==> config.mk <==
export PLATFORM = sky130hd
export DESIGN_NAME = qda_dac_chain_loader
export DESIGN_NICKNAME = d
export VERILOG_FILES = /design/src/rtl/qda_dac_pkg.sv /design/src/rtl/qda_period_timer.sv /design/src/rtl/qda_dac_chain_loader.sv
export SDC_FILE = /design/constraint.sdc
export NUM_CORES = 1
export LEC_CHECK = 0
export ABC_AREA = 1
export CAP_MARGIN = 15
export CORE_MARGIN = 2
export CORE_UTILIZATION = 41
export CTS_BUF_LIST = sky130_fd_sc_hd__clkbuf_2
export DETAILED_ROUTE_END_ITERATION = 8
export PLACE_DENSITY = 0.66
export SETUP_SLACK_MARGIN = 0.5
export SYNTH_ARGS = -nofsm -noshare
export SYNTH_HDL_FRONTEND = slang
export SYNTH_SLANG_ARGS = --single-unit
==> constraint.sdc <==
create_clock -name clk -period 2.65 [get_ports clk]
set_clock_uncertainty 0.05 [all_clocks]
set_input_delay 0.53 -clock clk [delete_from_list [all_inputs] [get_ports clk]]
set_output_delay 0.53 -clock clk [all_outputs]
set_load 0.05 [all_outputs]
==> src/rtl/qda_dac_pkg.sv <==
// Shared definitions for the DAC daisy-chain loader: state encoding,
// default parameter values and the bit-ordering helper.
package qda_dac_pkg;

   typedef enum logic [2:0] {
      ST_IDLE      = 3'd0,
      ST_SCLK_LOW  = 3'd1,
      ST_SCLK_HIGH = 3'd2,
      ST_LATCH     = 3'd3,
      ST_FINISH    = 3'd4
   } dac_state_e;

   localparam int DEF_DATA_W    = 16;
   localparam int DEF_N_CH      = 4;
   localparam int DEF_CNT_W     = 16;
   localparam bit DEF_MSB_FIRST = 1'b0;

   // Position in the serial stream of bit b of channel ch. The highest channel
   // goes out first so that channel 0 ends up in the DAC nearest the loader.
   function automatic int stream_pos(input int ch, input int b, input int n_ch,
                                     input int data_w, input bit msb_first);
      return (n_ch - 1 - ch) * data_w + (msb_first ? (data_w - 1 - b) : b);
   endfunction

endpackage

==> src/rtl/qda_period_timer.sv <==
// Phase timer: down-counter loaded with a period (0 treated as 1) that
// flags expiry in the last cycle of the phase.
module qda_period_timer
   import qda_dac_pkg::*;
#(
   parameter int CNT_W = DEF_CNT_W
) (
   input  logic             clk,
   input  logic             rst,
   input  logic             load,
   input  logic [CNT_W-1:0] period,
   output logic             expire
);

   logic [CNT_W-1:0] count;

   // Load clamps zero to one; counting stops at zero so it never wraps.
   always_ff @(posedge clk) begin
      if (rst) begin
         count <= '0;
      end else if (load) begin
         count <= (period == '0) ? CNT_W'(1) : period;
      end else if (count != '0) begin
         count <= count - CNT_W'(1);
      end
   end

   assign expire = (count == CNT_W'(1));

endmodule

==> src/rtl/qda_dac_chain_loader.sv <==
// Serial loader for a chain of DACs: shifts one frame of N_CH words out on
// SIN/SCLK, then strobes PCLK to latch all channels in parallel.
//
// state        | meaning
// -------------+-----------------------------------------------------------
// ST_IDLE      | waiting for UPDATE; shadows captured on acceptance
// ST_SCLK_LOW  | SCLK low, SIN shows current bit (or 0 in the trailing phase)
// ST_SCLK_HIGH | SCLK high, SIN held; DAC samples on the rising edge
// ST_LATCH     | PCLK high, SCLK and SIN low
// ST_FINISH    | single cycle with DONE high, then back to idle
module qda_dac_chain_loader
   import qda_dac_pkg::*;
#(
   parameter int DATA_W    = DEF_DATA_W,
   parameter int N_CH      = DEF_N_CH,
   parameter int CNT_W     = DEF_CNT_W,
   parameter bit MSB_FIRST = DEF_MSB_FIRST
) (
   input  logic                   clk,
   input  logic                   rst,
   input  logic [CNT_W-1:0]       LOAD_PERIOD,
   input  logic [CNT_W-1:0]       LATCH_PERIOD,
   input  logic                   UPDATE,
   input  logic [N_CH*DATA_W-1:0] REG_DATA,
   output logic                   SIN,
   output logic                   SCLK,
   output logic                   PCLK,
   output logic                   BUSY,
   output logic                   DONE
);

   localparam int N_BITS = N_CH * DATA_W;
   localparam int IDX_W  = (N_BITS > 1) ? $clog2(N_BITS) : 1;
   localparam logic [IDX_W-1:0] LAST_IDX = IDX_W'(N_BITS - 1);

   dac_state_e        state;
   logic [N_BITS-1:0] stream_in;
   logic [N_BITS-1:0] stream_sh;
   logic [CNT_W-1:0]  load_sh;
   logic [CNT_W-1:0]  latch_sh;
   logic [IDX_W-1:0]  bit_idx;
   logic [IDX_W-1:0]  next_idx;
   logic              trail;
   logic              tmr_load;
   logic [CNT_W-1:0]  tmr_val;
   logic              expire;

   // Reorder REG_DATA into transmit order so bit 0 of the stream goes first.
   for (genvar c = 0; c < N_CH; c++) begin : g_ch
      for (genvar b = 0; b < DATA_W; b++) begin : g_bit
         localparam int POS = stream_pos(c, b, N_CH, DATA_W, MSB_FIRST);
         assign stream_in[POS] = REG_DATA[c*DATA_W + b];
      end
   end

   assign next_idx = bit_idx + IDX_W'(1);

   // Reload the shared timer on every phase change with the next phase length.
   always_comb begin
      tmr_load = 1'b0;
      tmr_val  = latch_sh;
      unique case (state)
         ST_IDLE: begin
            tmr_load = UPDATE;
            tmr_val  = LATCH_PERIOD;
         end
         ST_SCLK_LOW: begin
            tmr_load = expire;
            tmr_val  = trail ? latch_sh : load_sh;
         end
         ST_SCLK_HIGH: begin
            tmr_load = expire;
            tmr_val  = latch_sh;
         end
         default: ;
      endcase
   end

   qda_period_timer #(.CNT_W(CNT_W)) u_timer (
      .clk    (clk),
      .rst    (rst),
      .load   (tmr_load),
      .period (tmr_val),
      .expire (expire)
   );

   // Frame sequencer; outputs are updated together with the state they belong to.
   always_ff @(posedge clk) begin
      if (rst) begin
         state     <= ST_IDLE;
         stream_sh <= '0;
         load_sh   <= '0;
         latch_sh  <= '0;
         bit_idx   <= '0;
         trail     <= 1'b0;
         SIN       <= 1'b0;
         SCLK      <= 1'b0;
         PCLK      <= 1'b0;
         BUSY      <= 1'b0;
         DONE      <= 1'b0;
      end else begin
         DONE <= 1'b0;
         unique case (state)
            ST_IDLE: begin
               if (UPDATE) begin
                  stream_sh <= stream_in;
                  load_sh   <= LOAD_PERIOD;
                  latch_sh  <= LATCH_PERIOD;
                  bit_idx   <= '0;
                  trail     <= 1'b0;
                  SIN       <= stream_in[0];
                  SCLK      <= 1'b0;
                  BUSY      <= 1'b1;
                  state     <= ST_SCLK_LOW;
               end
            end
            ST_SCLK_LOW: begin
               if (expire) begin
                  if (trail) begin
                     PCLK  <= 1'b1;
                     state <= ST_LATCH;
                  end else begin
                     SCLK  <= 1'b1;
                     state <= ST_SCLK_HIGH;
                  end
               end
            end
            ST_SCLK_HIGH: begin
               if (expire) begin
                  SCLK  <= 1'b0;
                  state <= ST_SCLK_LOW;
                  if (bit_idx == LAST_IDX) begin
                     trail <= 1'b1;
                     SIN   <= 1'b0;
                  end else begin
                     bit_idx <= next_idx;
                     SIN     <= stream_sh[next_idx];
                  end
               end
            end
            ST_LATCH: begin
               if (expire) begin
                  PCLK  <= 1'b0;
                  DONE  <= 1'b1;
                  state <= ST_FINISH;
               end
            end
            ST_FINISH: begin
               BUSY    <= 1'b0;
               bit_idx <= '0;
               trail   <= 1'b0;
               state   <= ST_IDLE;
            end
            default: state <= ST_IDLE;
         endcase
      end
   end

endmodule

==> impl_metrics.py, run 1 <==
metrics = {
    "run_status": {
        "status": "finished, final reports clean",
    },
    "synth": {
        "synthXorXnorAreaFrac": 0.0111,
        "yosysWarnings": 0,
        "netlist_area_um2": 6340,
        "synthFlopType": "dfxtp_1",
        "synth_edf_count": 0,
        "synth.top_cell.area_share": 0.401,
        "synth-compound-area-share": 0.212,
        "synth_top_area_cell": "dfxtp_1",
        "synth_top_family_by_area": "simple AND/OR/NAND/NOR gates",
        "syn_inst": 919,
        "synth_nets": 1021,
        "ys_top_cells_by_area": "dfxtp_1 (40%), nand2_1 (10%), nand3_1 (9.2%)",
        "syn_avg_cell_area_um2": 6.90,
        "synthSimpleGateAreaFrac": 0.260,
        "synthMuxAreaShare": 0,
        "synth-seq-area-share": 0.401,
        "synth_fa_ha_area_frac": 0.00592,
        "yosys_register_bits": 127,
        "ys_types": 41,
        "async_flop_share": 0,
    },
    "global_routing": {
        "overflow": 0,
        "grt_usage": 0.200,
        "grt_pass1_vias": 5387,
        "grt_max_degree": 110,
        "grt_first_pass_wirelength_mm": 26.5,
        "antenna_found_initial": 1,
    },
    "floorplanning": {
        "dieHeight_um": 128,
        "coreArea_um2": 15100,
        "start_util": 0.419,
        "io-pin-count": 104,
        "dieArea_um2": 16500,
        "num_rows": 45,
        "die_x_um": 128,
    },
    "place": {
        "port_buffers": 103,
        "gp_congestion": 0.874,
        "dp_hpwl_mm": 10.9,
        "dpl_cell_area_um2": 7430,
    },
    "routing": {
        "first_iter_violations": 466,
        "avgViaCountPerCell": 5.05,
        "wire_per_inst_um": 13.5,
        "drt-total-wl_mm": 16.1,
        "drcViolationCount": 0,
        "antenna_left": 0,
        "drt-pass1-iter-count": 8,
        "vias": 6043,
    },
    "timing": {
        "setup_tns_ps": 0,
        "max_clock_freq_mhz": 498,
        "post-route-min-period_ps": 2010,
        "maxSlewViolCount": 0,
        "grt_setup_unrepaired": "no",
        "setup_viol": 0,
        "period_share": 0.758,
        "finalHoldViolCount": 0,
        "relSlewSlack": 0.666,
        "tightest_slew_ps": 501,
    },
    "final_layout": {
        "drive_above_1_share": 0.0874,
        "syn_to_final_growth_pct": 21.9,
        "finalNetCount": 1096,
        "final_area_um2": 7730,
        "final_util": 0.510,
    },
    "clock_tree": {
        "cts.sinks": 127,
        "clk_pin_slew_ps": 190,
        "clockRootBuffer": "clkbuf_2",
        "cts_buffers": 17,
        "h-tree-depth": 4,
        "hold_buffers": 0,
        "clock_path_buffers": 2,
        "tritoncts": "built",
        "insertion_delay_ps": 720,
    },
    "worst_hold_path": {
        "hold_depth": 3,
        "hp-class": "input pin to flop",
    },
    "flow_run": {
        "cap_violations": 0,
    },
    "pwr": {
        "peakVddDrop_v": 0.000387,
        "power_leakage_nw": 3.07,
        "p_per_area_nw_per_um2": 981,
    },
    "worst_setup_path": {
        "endpoint_kind": "flop",
        "cp.arrival_ps": 2580,
        "startpoint_type": "flop",
        "reg2reg_depth": 11,
        "worstSetupPathType": "flop to flop",
        "crit_fanout": 5,
        "required_ps": 3220,
    },
}
-- final timing paths --
| kind | start | endpoint | slack (ps) |
|---|---|---|---|
| setup / recovery | u_timer.count[0]$_SDFFE_PP0P_ | u_timer.count[1]$_SDFFE_PP0P_ | 640 |
| hold / removal | REG_DATA[49] | stream_sh[1]$_SDFFE_PP0P_ | 320 |
| setup reg to reg | u_timer.count[0]$_SDFFE_PP0P_ | u_timer.count[1]$_SDFFE_PP0P_ | 640 |
| hold reg to reg | load_sh[8]$_SDFFE_PP0P_ | load_sh[8]$_SDFFE_PP0P_ | 410 |
-- cell usage after synthesis, drive strengths merged, types with 4 or more instances --
master and number:
nand2 184, dfxtp 127, a21oi 124, nand3 117, o21ai 112, inv 107
nor2 40, clkbuf 30, buf 29, nor3 10, a211oi 5, o211ai 5
xor2 5, nand4 4
-- layer usage --
layer	GRT usage	routed length, um	vias up
li1	-	-	3189
met3	0.0495	922	18
met4	0.0659	213	0
met5	0	0	-
met1	0.294	8320	2659
met2	0.287	6690	177
-- power breakdown --
group	leakage, nW	internal, W	switching (W)
sequential	1.05	0.00242	0.000248
clock	0.141	0.000518	0.000759
combinational	1.88	0.00124	0.00241
-- what timing repair did --
item,CTS,global route
cloned,0,0
setup buffers,0,1
setup endpoints to repair,5,47
endpoints found under the hold margin,0,0
gates resized for setup,17,18
pin swaps,0,1
-- cell families after synthesis --
family	count (synthesis)
simple gates	362
compound gates	252
buf+inv	167
flops	127
xor+xnor	8
fa+ha+maj	3
-- flip-flops by register name (all words and copies together) (netlist names), 3 cells and up --
signal	count
stream_sh	64
latch_sh	16
load_sh	16
u_timer.count	16
bit_idx	6
state	3
-- layout by cell type, fill, tap and decap left out, types with 4 or more instances in the layout --
master / Yosys / routed
a21oi_2: 10 / 10
a211oi_1: 5 / 5
dfxtp_1: 127 / 126
nand4_1: 4 / 4
a21oi_1: 114 / 114
clkinvlp_4: 0 / 5
inv_1: 100 / 98
buf_2: 20 / 4
o211ai_1: 5 / 5
clkdlybuf4s50_1: 0 / 98
nor2_1: 33 / 33
buf_4: 0 / 7
nor3_1: 8 / 7
o21ai_1: 3 / 4
nor2_4: 3 / 4
xor2_1: 5 / 5
nand2_1: 177 / 176
o21ai_0: 108 / 107
clkbuf_2: 1 / 17
nand3_1: 116 / 116
inv_2: 4 / 4
-- worst max-delay path, cell delays in order, from the launching register on --
cell     delay, ps
dfxtp_2        380
inv_1           70
ha_1           190
inv_1           60
nor2_1         210
nand2_2        130
nor3_2         150
nand2_1        150
nor2_4         170
nand2_4        100
o21ai_0        160
nor2_1          60
-- stage by stage --
stage                     cells  setup slack (ps)  power [W]  hold WS, ps
after floorplan             919               843    0.00548          374
after global placement     1162               441    0.00622          388
after detailed placement   1162               410    0.00626          393
after CTS                  1194               493    0.00753          265
after global routing       1196               483    0.00823          249
final                      1196               640    0.00759          325
-- layout make-up --
type / count / area [um2]
fill: 1532 / 7420
timing repair buffer: 115 / 1150
clock inverter: 15 / 169
antenna: 1 / 2.50
inverter: 108 / 422
clock buffer: 17 / 85.1
multi-input combinational: 625 / 3120
tap: 188 / 235
sequential: 127 / 2540
Power figures use the tool's default switching activity.
==> run 2, diff against run 1 <==
PLACE_DENSITY = 0.68   (was 0.66)
clock period = 1.8 ns   (was 2.65 ns; I/O delays follow)
==> impl_metrics.py, run 2 (same netlist as run 1, synthesis figures left out) <==
metrics = {
    "clock_tree": {
        "tritoncts": "built",
        "cts_buffers": 17,
        "clk_pin_slew_ps": 200,
        "clock_path_buffers": 2,
        "hold_buffers": 0,
        "clockRootBuffer": "clkbuf_2",
        "h-tree-depth": 4,
        "cts.sinks": 127,
        "insertion_delay_ps": 760,
    },
    "pwr": {
        "peakVddDrop_v": 0.000730,
        "p_per_area_nw_per_um2": 1560,
        "power_leakage_nw": 4.30,
    },
    "global_routing": {
        "antenna_found_initial": 1,
        "grt_usage": 0.255,
        "overflow": 0,
        "grt_first_pass_wirelength_mm": 33.4,
        "grt_max_degree": 44,
        "grt_pass1_vias": 6890,
    },
    "timing": {
        "grt_setup_unrepaired": "yes",
        "post-route-min-period_ps": 1920,
        "max_clock_freq_mhz": 521,
        "tightest_slew_ps": 526,
        "period_share": 1.07,
        "setup_tns_ps": -201,
        "relSlewSlack": 0.650,
        "maxSlewViolCount": 0,
        "finalHoldViolCount": 0,
        "setup_viol": 5,
        "finalWorstSetupSlack_ps": -119,
    },
    "worst_setup_path": {
        "crit_path_top_delay_cell": "dfxtp_4",
        "reg2reg_depth": 12,
        "crit_chain": "clkinvlp_4, buf_4, nand3_4, nand3_1, nand3_2, nor2_1, nand2_1, nor2_1, nand2_1, nand2_2, nand2_2, a21oi_2",
        "cp.arrival_ps": 2550,
        "crit_buf_inv": 2,
        "endpoint_kind": "flop",
        "path_delay_family": "simple AND/OR/NAND/NOR gates",
        "required_ps": 2430,
        "r2r-end": "u_timer.count[0]$_SDFFE_PP0P_",
        "crit_fanout": 9,
        "max_stage_delay_ps": 410,
        "r2r_slack_ps": -120,
        "r2r-start": "state[2]$_SDFFE_PP0P_",
        "worstSetupPathType": "flop to flop",
        "startpoint_type": "flop",
    },
    "floorplanning": {
        "coreArea_um2": 15100,
        "io-pin-count": 104,
        "start_util": 0.419,
        "die_x_um": 128,
        "dieHeight_um": 128,
        "num_rows": 45,
        "dieArea_um2": 16500,
    },
    "run_status": {
        "failed_checks": "setup timing",
        "status": "complete, but fails checks",
    },
    "final_layout": {
        "nFillCells": 1071,
        "largest_reg_flops": 64,
        "drive_above_1_share": 0.420,
        "final_common_cell": "nand2_1",
        "syn_to_final_growth_pct": 68.7,
        "top_register": "stream_sh",
        "finalNetCount": 1221,
        "mostFrequentLayoutCells": "nand2_1 (127), dfxtp_1 (111), clkdlybuf4s50_1 (98)",
    },
    "routing": {
        "drt-pass1-iter-count": 7,
        "avgViaCountPerCell": 5.58,
        "wire_per_inst_um": 17.8,
        "first_iter_violations": 680,
        "drcViolationCount": 0,
        "drt-total-wl_mm": 23.5,
        "antenna_left": 0,
        "vias": 7366,
    },
    "place": {
        "dp_hpwl_mm": 11.9,
        "gp_congestion": 0.861,
        "preCtsSetupSlack_ps": -137,
        "port_buffers": 103,
    },
    "flow_run": {
        "cap_violations": 0,
    },
    "worst_hold_path": {
        "hold_depth": 3,
        "hold_start": "REG_DATA[53]",
        "hp-class": "input pin to flop",
        "hold_end": "stream_sh[5]$_SDFFE_PP0P_",
    },
}
## run 2: timing repair
action,CTS,global route
pin swaps,55,58
cloned,21,4
setup endpoints to repair,132,132
resized for setup,312,138
buffers inserted,33,13
## run 2: worst register-to-register path, stage by stage, from the launching register on
cell        delay [ps]
dfxtp_4            410
clkinvlp_4         130
buf_4              140
nand3_4            150
nand3_1            150
nand3_2            130
nor2_1             140
nand2_1             80
nor2_1             140
nand2_1             90
nand2_2             90
nand2_2             70
a21oi_2            100
## run 2: metrics by stage
stage	cell area [um2]	utilization	total power, W	cells	hold slack [ps]
after global placement	8110	0.536	0.0103	1217	385
after floorplan	6580	-	0.00854	919	374
after global routing	10700	0.706	0.0175	1321	115
after CTS	9950	0.657	0.0148	1303	81.7
after detailed placement	8110	0.536	0.0104	1217	390
final	10700	0.706	0.0167	1321	126
## run 2: final cells by class
type / instances / area (um2) / area share
diodes: 1 / 2.50 / 0.000234
clock buffers: 18 / 90.1 / 0.00843
clock inverters: 14 / 141 / 0.0132
inverters: 108 / 450 / 0.0421
multi-input cells: 631 / 4460 / 0.417
flip-flops and latches: 127 / 2580 / 0.242
well taps: 188 / 235 / 0.0220
repair buffers: 231 / 2700 / 0.253
repair inverters: 3 / 26.3 / 0.00246
## run 2: layer usage
layer	GRT usage	up-vias	part of all wire
met5	0	-	0
met4	0.109	0	0.048
met3	0.0495	106	0.069
li1	-	3457	-
met2	0.418	362	0.48
met1	0.330	3441	0.41
## run 2: how the worst max path moves through the flow
| stage | cells after the start | slack (ps) | start | end |
|---|---|---|---|---|
| 6_report | 12 | -120 | state[2]$_SDFFE_PP0P_ | u_timer.count[0]$_SDFFE_PP0P_ |
| 2_1_floorplan | 12 | 130 | u_timer.count[1]$_SDFFE_PP0P_ | u_timer.count[11]$_SDFFE_PP0P_ |
| 5_1_grt | 12 | -170 | state[2]$_SDFFE_PP0P_ | u_timer.count[0]$_SDFFE_PP0P_ |
| 3_3_place_gp | 5 | -90 | UPDATE | bit_idx[1]$_SDFFE_PP0P_ |
| 4_1_cts | 1 | 70 | PCLK$_SDFFE_PP0P_ | PCLK |
| 3_5_place_dp | 5 | -140 | UPDATE | bit_idx[2]$_SDFFE_PP0P_ |
## run 2: power by group
group	leakage [nW]	internal [W]	total, W	switching [W]
Clock	0.136	0.000640	0.00180	0.00116
Sequential	1.06	0.00360	0.00411	0.000504
Combinational	3.11	0.00480	0.0108	0.00597
Total	4.30	0.00904	0.0167	0.00764
